[src/rtl/prach_pkg.sv]
// Shared PRACH constants and sample type, used by the HB4 pairing stage and the HB4 decimator.
package prach_pkg;
  localparam int NumChannel = 128;
  localparam int NumChannelUsed = 48;
  localparam logic [7:0] ChnIdle = 8'hFF;

  typedef logic signed [15:0] prach_sample_t;
endpackage

[src/rtl/delay.sv]
// Generic fixed-latency shift register.
module delay #(
  parameter int WIDTH = 1,
  parameter int DELAY = 2
) (
  input  logic             clk,
  input  logic             rst_n,
  input  logic [WIDTH-1:0] din,
  output logic [WIDTH-1:0] dout
);

  logic [WIDTH-1:0] pipe [DELAY];

  always_ff @(posedge clk or negedge rst_n) begin
    if (!rst_n) begin
      for (int i = 0; i < DELAY; i++) pipe[i] <= '0;
    end else begin
      pipe[0] <= din;
      for (int i = 1; i < DELAY; i++) pipe[i] <= pipe[i-1];
    end
  end

  assign dout = pipe[DELAY-1];

endmodule

[src/rtl/prach_hb4_pack.sv]
// Pairs each channel's even-frame sample with its odd-frame sample for the HB4 decimator.
// Slots outside a valid odd frame are tagged ChnIdle so the decimator does not advance.
module prach_hb4_pack #(
  parameter int NumChannel     = prach_pkg::NumChannel,
  parameter int NumChannelUsed = prach_pkg::NumChannelUsed
) (
  input  logic                    clk,
  input  logic                    rst,
  input  prach_pkg::prach_sample_t din,
  input  logic [7:0]              din_chn,
  input  logic                    sync_in,
  output prach_pkg::prach_sample_t dout_dp1,
  output prach_pkg::prach_sample_t dout_dp2,
  output logic [7:0]              dout_chn,
  output logic                    sync_out,
  output logic                    err
);
  import prach_pkg::*;

  localparam int AddrW = $clog2(NumChannelUsed);
  localparam logic [7:0] LastSlot = 8'(NumChannel - 1);
  localparam logic [7:0] UsedLim  = 8'(NumChannelUsed);

  logic ph;
  logic armed;          // current even frame began cleanly at slot 0
  logic [7:0] prev_chn;
  logic [1:0] flush;

  logic [7:0]    tag1;
  prach_sample_t din1;
  prach_sample_t rd_data;
  logic          sync_dly;

  (* ramstyle = "mlab" *) prach_sample_t mem [NumChannelUsed];

  logic [7:0]       chn_exp;
  logic             bad;
  logic             ph_cur;
  logic             armed_cur;
  logic             in_used;
  logic             wr_en;
  logic             rd_en;
  logic [AddrW-1:0] addr;

  always_comb begin
    chn_exp   = (prev_chn == LastSlot) ? 8'd0 : prev_chn + 8'd1;
    bad       = (din_chn != chn_exp) || (sync_in && (din_chn != 8'd0));
    ph_cur    = ph && !sync_in && !bad;
    armed_cur = armed;
    if (bad) armed_cur = 1'b0;
    else if ((din_chn == 8'd0) && !ph_cur) armed_cur = 1'b1;
    in_used   = din_chn < UsedLim;
    addr      = din_chn[AddrW-1:0];
    wr_en     = !rst && in_used && !ph_cur;
    rd_en     = in_used && ph_cur;
  end

  always_ff @(posedge clk) begin
    if (wr_en) mem[addr] <= din;
    if (rd_en) rd_data <= mem[addr];
  end

  always_ff @(posedge clk) begin
    if (rst) begin
      ph       <= 1'b0;
      armed    <= 1'b0;
      prev_chn <= LastSlot;
      err      <= 1'b0;
      flush    <= 2'd2;
      tag1     <= ChnIdle;
      din1     <= '0;
      dout_dp1 <= '0;
      dout_dp2 <= '0;
      dout_chn <= ChnIdle;
    end else begin
      prev_chn <= din_chn;
      err      <= err | bad;
      armed    <= armed_cur;
      // only a complete even frame may hand over to an odd frame
      ph       <= (din_chn == LastSlot) ? (!ph_cur && armed_cur) : ph_cur;
      if (flush != 2'd0) flush <= flush - 2'd1;
      tag1     <= rd_en ? din_chn : ChnIdle;
      if (rd_en) din1 <= din;
      dout_chn <= tag1;
      if (tag1 != ChnIdle) begin
        dout_dp1 <= rd_data;
        dout_dp2 <= din1;
      end
    end
  end

  delay #(.WIDTH(1), .DELAY(2)) u_sync_dly (
    .clk   (clk),
    .rst_n (1'b1),
    .din   (sync_in),
    .dout  (sync_dly)
  );

  // the delay line is not reset, so mask what it held across a reset
  assign sync_out = sync_dly && (flush == 2'd0);

endmodule

[config.mk]
export PLATFORM = sky130hd
export DESIGN_NAME = prach_hb4_pack
export DESIGN_NICKNAME = d
export VERILOG_FILES = /design/src/rtl/prach_pkg.sv /design/src/rtl/delay.sv /design/src/rtl/prach_hb4_pack.sv
export SDC_FILE = /design/constraint.sdc
export NUM_CORES = 1
export LEC_CHECK = 0
export ABC_AREA = 0
export BUFFER_PORTS_ARGS = -buffer_cell sky130_fd_sc_hd__buf_2
export CORE_MARGIN = 1
export CORE_UTILIZATION = 50
export CTS_BUF_LIST = sky130_fd_sc_hd__clkbuf_8 sky130_fd_sc_hd__clkbuf_16
export DETAILED_ROUTE_END_ITERATION = 6
export PLACE_DENSITY_LB_ADDON = 0.05
export SLEW_MARGIN = 30
export SYNTH_ARGS = -nofsm -noshare
export SYNTH_HDL_FRONTEND = slang
export SYNTH_SLANG_ARGS = --single-unit
[constraint.sdc]
create_clock -name clk -period 5.6 [get_ports clk]
set_input_delay 0.56 -clock clk [delete_from_list [all_inputs] [get_ports clk]]
set_output_delay 0.56 -clock clk [all_outputs]
set_load 0.1 [all_outputs]
### After elaboration in Yosys (flattened, before gate mapping)

Memories as Yosys holds them, arrays and structs flattened. A register that Yosys moved wholly into a read port is not among the register bits.
Index checks and enable logic that the tools add are counted.

| word-level totals | value |
|---|---|
| bits in writable memories | 768 |
| memories | 1 |
| bits in registers | 79 |
| output and inout bits | 42 |
| logic and storage cells | 47 |
| input bits | 27 |

Memory list:

| name | words | bits a word | read ports | clocked after Yosys merged registers in | write ports | RTL line | RTL |
|---|---|---|---|---|---|---|---|
| mem | 48 | 16 | 1 | 1 | 1 | prach_hb4_pack.sv:34 | `(* ramstyle = "mlab" *) prach_sample_t mem [NumChannelUsed];` |

| operators by class | value |
|---|---|
| bitwise operators | 2 |
| equal/unequal tests | 4 |
| reductions and logical operators | 19 |
| $lt $le $gt $ge | 1 |
| add/sub/neg operators | 2 |
| multiplexer cells | 6 |

Operators by type and width:

| operator | count |
|---|---|
| $eq 8x7->1 const B | 2 |
| $logic_and 1x1->1 | 9 |
| $add 8x1->8 const B | 1 |
| $logic_not 8->1 | 1 |
| $lt 8x6->1 const B | 1 |
| $mux 8 | 1 |
| $ne 8x8->1 | 1 |
| $ne 8x8->1 const B | 1 |
| $reduce_bool 8->1 | 1 |
| $mux 1 | 5 |
| $logic_not 1->1 | 4 |
| $logic_not 2->1 | 1 |
| $reduce_bool 2->1 | 1 |
| $reduce_or 2->1 | 1 |
| $sub 2x1->2 const B | 1 |
| $logic_or 1x1->1 | 1 |
| $not 1->1 | 1 |
| $or 1x1->1 | 1 |

### Logic depth before layout (Yosys ltp)

Gate-level depths: netlist of run 1.

| logic depth | value |
|---|---|
| word-level depth | 12 |
| gate-level depth with buffers | 11 |
| mapped depth without buffers | 7 |

### By module

A second synthesis of run 1 with hierarchy kept.

| second synthesis, totals | value |
|---|---|
| cell total of the unflattened synthesis | 1,954 |
| area total of the unflattened synthesis | 32,075.8 sq um |

By module, submodules not included:

| module | sequential area each (sq um) | area an instance (sq um) | cells an instance | times used |
|---|---|---|---|---|
| prach_hb4_pack | 25,084.1 | 32,025.7 | 1,952 | 1 |
| delay | 50.0 | 50.0 | 2 | 1 |

### Least setup slack after synthesis of run 1

Ideal clock, no wire load.

| path | value |
|---|---|
| path type | input-to-reg |
| from | input port din_chn[7] |
| to | memory mem[1][0] (netlist name), enable pin |
| setup slack | 1.484 ns |
| path buffers | 2 |
| stages on the path | 8 |
| arrival time | 3.679 ns |
| data required time | 5.164 ns |
| setup time | 0.436 ns |
| cells stage by stage | clkbuf_1 > or3_1 > a211o_1 > and2_1 > nand4_2 > nor3_4 > buf_6 > nor4b_1 |

| between the ends | value |
|---|---|
| longest elaborated chain between the ends | 9 |
| elaborated cells on any way between the ends | 12 |
| those cells by class | order compare: 1; eq/ne: 1; mux: 2; reduce/logical: 8 |

RTL lines:

| what | RTL line | RTL |
|---|---|---|
| from (decl) | prach_hb4_pack.sv:10 | `input logic [7:0] din_chn,` |
| parallel branches: the longest is 6 deep, another holds $lt 8x6->1 | n/a |  |
| $logic_and 1x1->1 * | prach_hb4_pack.sv:54 | `wr_en = !rst && in_used && !ph_cur;` |
| $mux 1 * | prach_hb4_pack.sv:59 | `if (wr_en) mem[addr] <= din;` |
| $mux 1 (not written as such) * | prach_hb4_pack.sv:59 |  |
| to (decl) | prach_hb4_pack.sv:34 |  |

Mark *: on every way between the ends.

### Worst setup path after layout of run 1

| path | value |
|---|---|
| from | input port din_chn[1] |
| to | register rd_data[15] (read register of mem), data pin |

| between the ends | value |
|---|---|
| longest elaborated chain between the ends | 6 |
| elaborated cells on any way between the ends | 8 |
| those cells by class | order compare: 1; eq/ne: 1; reduce/logical: 6 |

RTL lines:

| what | RTL line | RTL |
|---|---|---|
| parallel branches: the longest is 6 deep, another holds $lt 8x6->1 | n/a |  |
| to (decl) | prach_hb4_pack.sv:31 | `prach_sample_t rd_data;` |

Parallel ways; which one is timed is not known.
A chain may end at the register's enable or synchronous reset.

==> metrics.txt, run 1 <==
Worst R2R Path Depth=9; Area contributors post-synth=edfxtp_1 73%, dfxtp_1 4.9%, a22oi_1 3.8%; grt met3 use=4.179%; syn avg cell area=16.52 sq um; Initial Util=50.80%; Area Overhead vs Synth=14.79%; met2 usage=45.15%; Combinational Power Share=4.9%; hold_buf cts=0; Largest delay share family, worst path=buffers and inverters; CP max-delay cell=nor4_1; hold path depth=1; Switching Share=21.80%; Switch Pwr=0.002914 W; Main synth FF type=edfxtp_1; DRT antenna net count=0; Die H=255.9 um; status=finished, final reports clean; DR iter-0 viols=2124; internal power=0.01045 W; Max-Cap Viols=0; CTS Buf Count=88; Crit Path Max Fanout=56; Synth top area share=73.07%; via-per-instance ratio=6.422; CP Buf/Inv Count=3; Setup TNS Final=0 ns; Vias=19150; Bufs on Longest Clock Path=3; Largest stage delay, worst path=0.89 ns; Placed Instance Area=34190 sq um; Setup crit end kind=flop; CP arrival=4.01 ns; met1 Usage GRT=40.53%; clock skew=0.02643 ns; FF+latch count, synth=863; worst min-delay path startpoint=sync_in; Die ar.=65460 sq um; clk slew on worst S/H paths=0.06 ns; final instance area=36990 sq um; share of layout cells above drive strength 1=18.74%; clock power share=42.4%; Mapped Area=32220 sq um; Startpoint Class=primary input; Routed wire per std cell=31.30 um; final period utilization=66.53%; Root Driver=clkbuf_16; reg-to-reg setup timing slack=2.03 ns; Worst-Skew Late Latency=0.65 ns; # IOs=69; count leader, synth=edfxtp_1; Fill cells=4859; cell count after synthesis=1950; final cell utilization of the core=58.31%; 1st-pass router iterations=5; unrepaired setup endpoints after global routing=no; final HPWL from detailed placement=53630 um; Post-synth top cells=784 x edfxtp_1, 164 x a22oi_1, 111 x nand2_1; worst-path cell chain=buf_2, nor3_2, buf_12, buf_4, a22o_1, a221oi_1, a31oi_1, nor4_1, o21ai_0; DR DRC count=0; initial antenna violation count=0; asr flop ratio synth=0%; Port Buffers=68; first-pass GRT wire length=134800 um; total grt overflow=0; syn nets=1979; cts repair resizes=0; all-layer global routing usage=28.57%; post-synthesis sequential area ratio=77.97%; Critical R2R Capture=mem[4][7]; minimum clock period=3.726 ns; Leakage=11.70 nW; post-CTS setup buffer count=0; Post-synth EDFFs=784; RePlAce Congestion=0.8595; H-tree levels=3; core area=63430 sq um; max-slew violations=0; crit path kind=primary input to flop; Layout Nets=2093; slew at the pin closest to its max-slew limit=0.9944 ns; final worst slack=1.874 ns; # rows=92; Setup Slack @ Placement=1.150 ns; clock tree sinks=863; Worst VDD drop=250.7 uV; worst path required time=5.89 ns; pin count of the biggest net entering global routing=62; Die Width=255.9 um; CTS tree=yes; final hold vios=0; Yosys cell types=68; PwrDens=361.4 nW/um^2; Yosys top cell by area=edfxtp_1; hold path endpoint=u_sync_dly.pipe[1]; Fmax=268.4 MHz; part of the power in registers=52.8%; vias in the first global route=18590; Pwr Total=0.01337 W; Most Crowded Layer GR=met2; Max-slew headroom=33.56%; reg2reg start=prev_chn[0]; HP Class=primary input to flop; total wire length=93350 um; Synth warnings=0; Setup violations, final=0
## registers in the layout, summed over array words and instances, names as in the netlist
| register | cells |
|---|---|
| ph | 1 |
| err | 1 |
| u_sync_dly.pipe | 1 |
| din1 | 16 |
| u_sync_dly.dout | 1 |
| armed | 1 |
| tag1 | 8 |
| flush | 2 |
| dout_dp2 | 16 |
| rd_data | 16 |
| dout_dp1 | 16 |
| prev_chn | 8 |
| mem | 768 |
| dout_chn | 8 |
## worst max-delay path by stage
stage | start | end | slack (ns) | cells past startpoint
after detailed placement | din_chn[1] | rd_data[7] | 1.15 | 8
after global placement | din_chn[1] | rd_data[7] | 1.16 | 8
after floorplan | din_chn[7] | mem[1][0] | 1.48 | 8
after global routing | prev_chn[0] | mem[3][13] | 1.83 | 9
after CTS | din_chn[1] | rd_data[7] | 1.85 | 8
final | din_chn[1] | rd_data[15] | 1.87 | 9
## metal layers
layer / up-vias / wire, um
met4: 0 / 3438
li1: 8197 / -
met1: 9917 / 39140
met2: 872 / 44170
met3: 165 / 6597
met5: - / 0
## cells in the final DEF (no fill, tap or decap), types with 25 or more instances in the layout
cell type,n
edfxtp_1,784
a22oi_1,164
nand2_1,111
buf_4,109
clkbuf_16,90
a21oi_1,88
dfxtp_1,79
a22o_1,75
a221oi_1,74
a31oi_1,60
buf_2,53
nor3_2,41
inv_1,33
o21ai_0,32
nor2_1,31
nand4_1,25
## power by group through the flow
| stage | logic (W) | registers, W | clock network, W |
|---|---|---|---|
| 6_report | 0.000649 | 0.00705 | 0.00567 |
| 5_1_grt | 0.000686 | 0.00705 | 0.00598 |
| 4_1_cts | 0.000648 | 0.00705 | 0.00573 |
| 3_5_place_dp | 0.000645 | 0.00719 | 0 |
| 3_3_place_gp | 0.000631 | 0.00719 | 0 |
| 2_1_floorplan | 0.000321 | 0.00719 | 0 |
## logic make-up after synthesis
group | after synthesis | synth area share [%]
adder cells (fa/ha/maj) | 2 | 0.07765
AND/OR/NAND/NOR | 322 | 5.200
multiplexers | 54 | 2.120
buffers and inverters | 153 | 2.054
AO/OA/AOI/OAI | 551 | 12.44
flip-flops | 863 | 77.97
XOR/XNOR | 5 | 0.1359
## per-stage QoR
step / instances / hold slack [ns]
2_1_floorplan: 1950 / 0.3096
3_3_place_gp: 2819 / 0.3182
3_5_place_dp: 2820 / 0.3324
4_1_cts: 2981 / 0.1154
5_1_grt: 2981 / 0.1105
6_report: 2982 / 0.1512
## final cells by class
cell class	instances	area [sq um]	share of cell area, %
sequential	863	25120	67.93
multi-input combinational	934	6763	18.28
clock buffer	90	2252	6.089
timing repair buffer	169	1224	3.309
tap	846	1059	2.862
clock inverter	71	531.8	1.438
inverter	8	30.03	0.08119
antenna	1	2.502	0.006766
Power figures use the tool's default switching activity.
==> inputs of run 2 (changes only) <==
==> constraint.sdc (replaced) <==
create_clock -name clk -period 3.05 [get_ports clk]
set_input_delay 0.305 -clock clk [delete_from_list [all_inputs] [get_ports clk]]
set_output_delay 0.305 -clock clk [all_outputs]
set_load 0.1 [all_outputs]
==> run 2 against run 1 <==
The flow now finishes with violations (design-rule violations). Combinational power up 120%. Die area stayed put. Highest routed layer unchanged. Critical endpoint is now mem[46][3]. Worst hold slack got worse by 0.11 ns. Clock power up 80%. First-iteration DRC count increased by 28%. Sequential share of layout area decreased by 3.2 points. Largest cell class unchanged. Total power increased by 84%.
==> metrics.txt, run 2 (synthesis gave the netlist of run 1 again) <==
max reg flops=768; Largest delay share family, worst path=simple AND/OR/NAND/NOR gates; max-slew violations=0; crit path kind=flop to flop; DR iter-0 viols=2726; violated checks=design-rule violations; reg-to-reg setup timing slack=0.008 ns; worst min-delay path startpoint=rst; # rows=92; status=finished, violations left; grt met3 use=4.328%; Area Overhead vs Synth=20.39%; DR DRC count=1; initial antenna violation count=1; reg2reg start=prev_chn[0]; Die ar.=65460 sq um; CP Buf/Inv Count=2; Bufs on Longest Clock Path=3; Initial Util=50.80%; Placed Instance Area=35620 sq um; DRT antenna net count=0; slew at the pin closest to its max-slew limit=1.008 ns; # IOs=69; CTS tree=yes; final hold vios=0; Die H=255.9 um; first-pass GRT wire length=139000 um; Layout Nets=2236; Port Buffers=68; internal power=0.01911 W; share of layout cells above drive strength 1=23.74%; CP arrival=3.30 ns; CP max-delay cell=nor3_4; Setup crit end kind=flop; Leakage=12.55 nW; clock power share=41.6%; core area=63430 sq um; Fill cells=4710; minimum clock period=3.042 ns; final worst slack=0.008174 ns; worst path required time=3.31 ns; H-tree levels=3; Biggest register=mem; dpl cells=2938; clock skew=0.02856 ns; final period utilization=99.73%; Setup violations, final=0; all-layer global routing usage=29.65%; Max-Cap Viols=0; HP Class=primary input to flop; Max-slew headroom=32.57%; Critical R2R Capture=mem[46][3]; worst-path cell chain=ha_4, or3_1, a211o_1, and2_4, nand4_2, nor3_4, buf_12, buf_12, nor3_4; Most Crowded Layer GR=met2; CTS Buf Count=89; pin count of the biggest net entering global routing=50; met2 usage=47.34%; diode count=0; hold path depth=2; Vias=20090; commonest non-fill, non-tap cell in the layout=edfxtp_1; Setup Slack @ Placement=-0.2297 ns; unrepaired setup endpoints after global routing=yes; final HPWL from detailed placement=61390 um; hold path endpoint=flush[0]; 1st-pass router iterations=7; met1 Usage GRT=43.05%; total wire length=97350 um; vias in the first global route=18950; most frequent cells in the layout=784 x edfxtp_1, 187 x buf_4, 164 x a22oi_1, 111 x nand2_1, 91 x clkbuf_16; Startpoint Class=flop; clock tree sinks=863; Root Driver=clkbuf_16; clk slew on worst S/H paths=0.06 ns; final instance area=38790 sq um; Worst VDD drop=498.7 uV; PwrDens=633.1 nW/um^2; part of the power in registers=52.7%; Fmax=328.8 MHz; Combinational Power Share=5.7%; Non-Filler Instances=3125; Switch Pwr=0.005450 W; Die Width=255.9 um; Routed wire per std cell=31.15 um; Largest stage delay, worst path=0.83 ns; RePlAce Congestion=0.9103; Crit Path Max Fanout=17; total grt overflow=0; Switching Share=22.19%; via-per-instance ratio=6.428; Worst-Skew Late Latency=0.65 ns; Worst R2R Path Depth=9
-- run 2: cell types whose count changed in the layout (fill, tap and decap cells not counted), sizes merged, moves of 2 or more --
| cell | previous run | this run |
|---|---|---|
| buf | 169 | 308 |
| bufinv | 7 | 4 |
| clkbuf | 90 | 92 |
| clkinv | 39 | 27 |
| clkinvlp | 0 | 4 |
| dlygate4sd3 | 0 | 2 |
| inv | 33 | 45 |
-- run 2: final cells by class --
class / instances / area, sq um / area share, %
clock buffer: 91 / 2266 / 5.841
clock inverter: 72 / 460.4 / 1.187
inverter: 8 / 30.03 / 0.07741
multi-input combinational: 934 / 7019 / 18.09
sequential: 863 / 25130 / 64.78
tap: 846 / 1059 / 2.729
timing repair buffer: 311 / 2829 / 7.293
-- run 2: worst reg2reg max path, delay by kind of cell (launching register included) --
kind                       cells  cell delay (ns)
adders and majority gates      1             0.16
and+or+nand+nor                5             1.52
buffers and inverters          2             0.32
AOI/OAI and AO/OA              1             0.30
DFF                            1             0.37
-- run 2: power by group through the flow --
stage                     Combinational [W]  Sequential, W  Clock, W
after floorplan                    0.000604         0.0132         0
after global placement              0.00136         0.0132         0
after detailed placement            0.00137         0.0132         0
after CTS                           0.00138         0.0129    0.0103
after global routing                0.00147         0.0129    0.0108
final                               0.00140         0.0129    0.0102
-- run 2: worst max-delay path by stage --
stage,to,from,slack (ns),depth (start not counted)
global route,mem[46][2],prev_chn[0],-0.06,9
detailed placement,rd_data[3],din_chn[0],-0.23,9
finish,mem[46][3],prev_chn[0],0.008,9
floorplan,mem[25][0],prev_chn[0],-0.41,10
CTS,mem[34][15],prev_chn[0],0.01,8
global placement,rd_data[3],din_chn[0],-0.19,9
-- run 2: metal layers --
metal / wire (um) / vias to the layer above
met4: 2534 / 0
met5: 0 / -
met3: 8116 / 145
met2: 46630 / 1013
li1: - / 8493
met1: 40070 / 10440
-- run 2: metrics by stage --
step | util (%) | hold slack, ns | total power (W) | TNS (ns)
after floorplan | - | 0.3096 | 0.01380 | -43.68
after global placement | 56.12 | 0.3161 | 0.01456 | -0.3595
after detailed placement | 56.16 | 0.3282 | 0.01457 | -0.3706
after CTS | 60.49 | 0.01812 | 0.02465 | 0
after global routing | 61.16 | 0.03533 | 0.02519 | -3.347
final | 61.16 | 0.03747 | 0.02456 | 0
-- run 2: repair_timing --
item                                    in CTS  in global routing
hold buffers                                 2                  0
pin swaps                                    1                 20
setup buffers                                0                 15
endpoints found under the hold margin        2                  0
endpoints found under the setup margin      16                325
gates cloned                                 0                  1
gates resized for setup                      0                  3
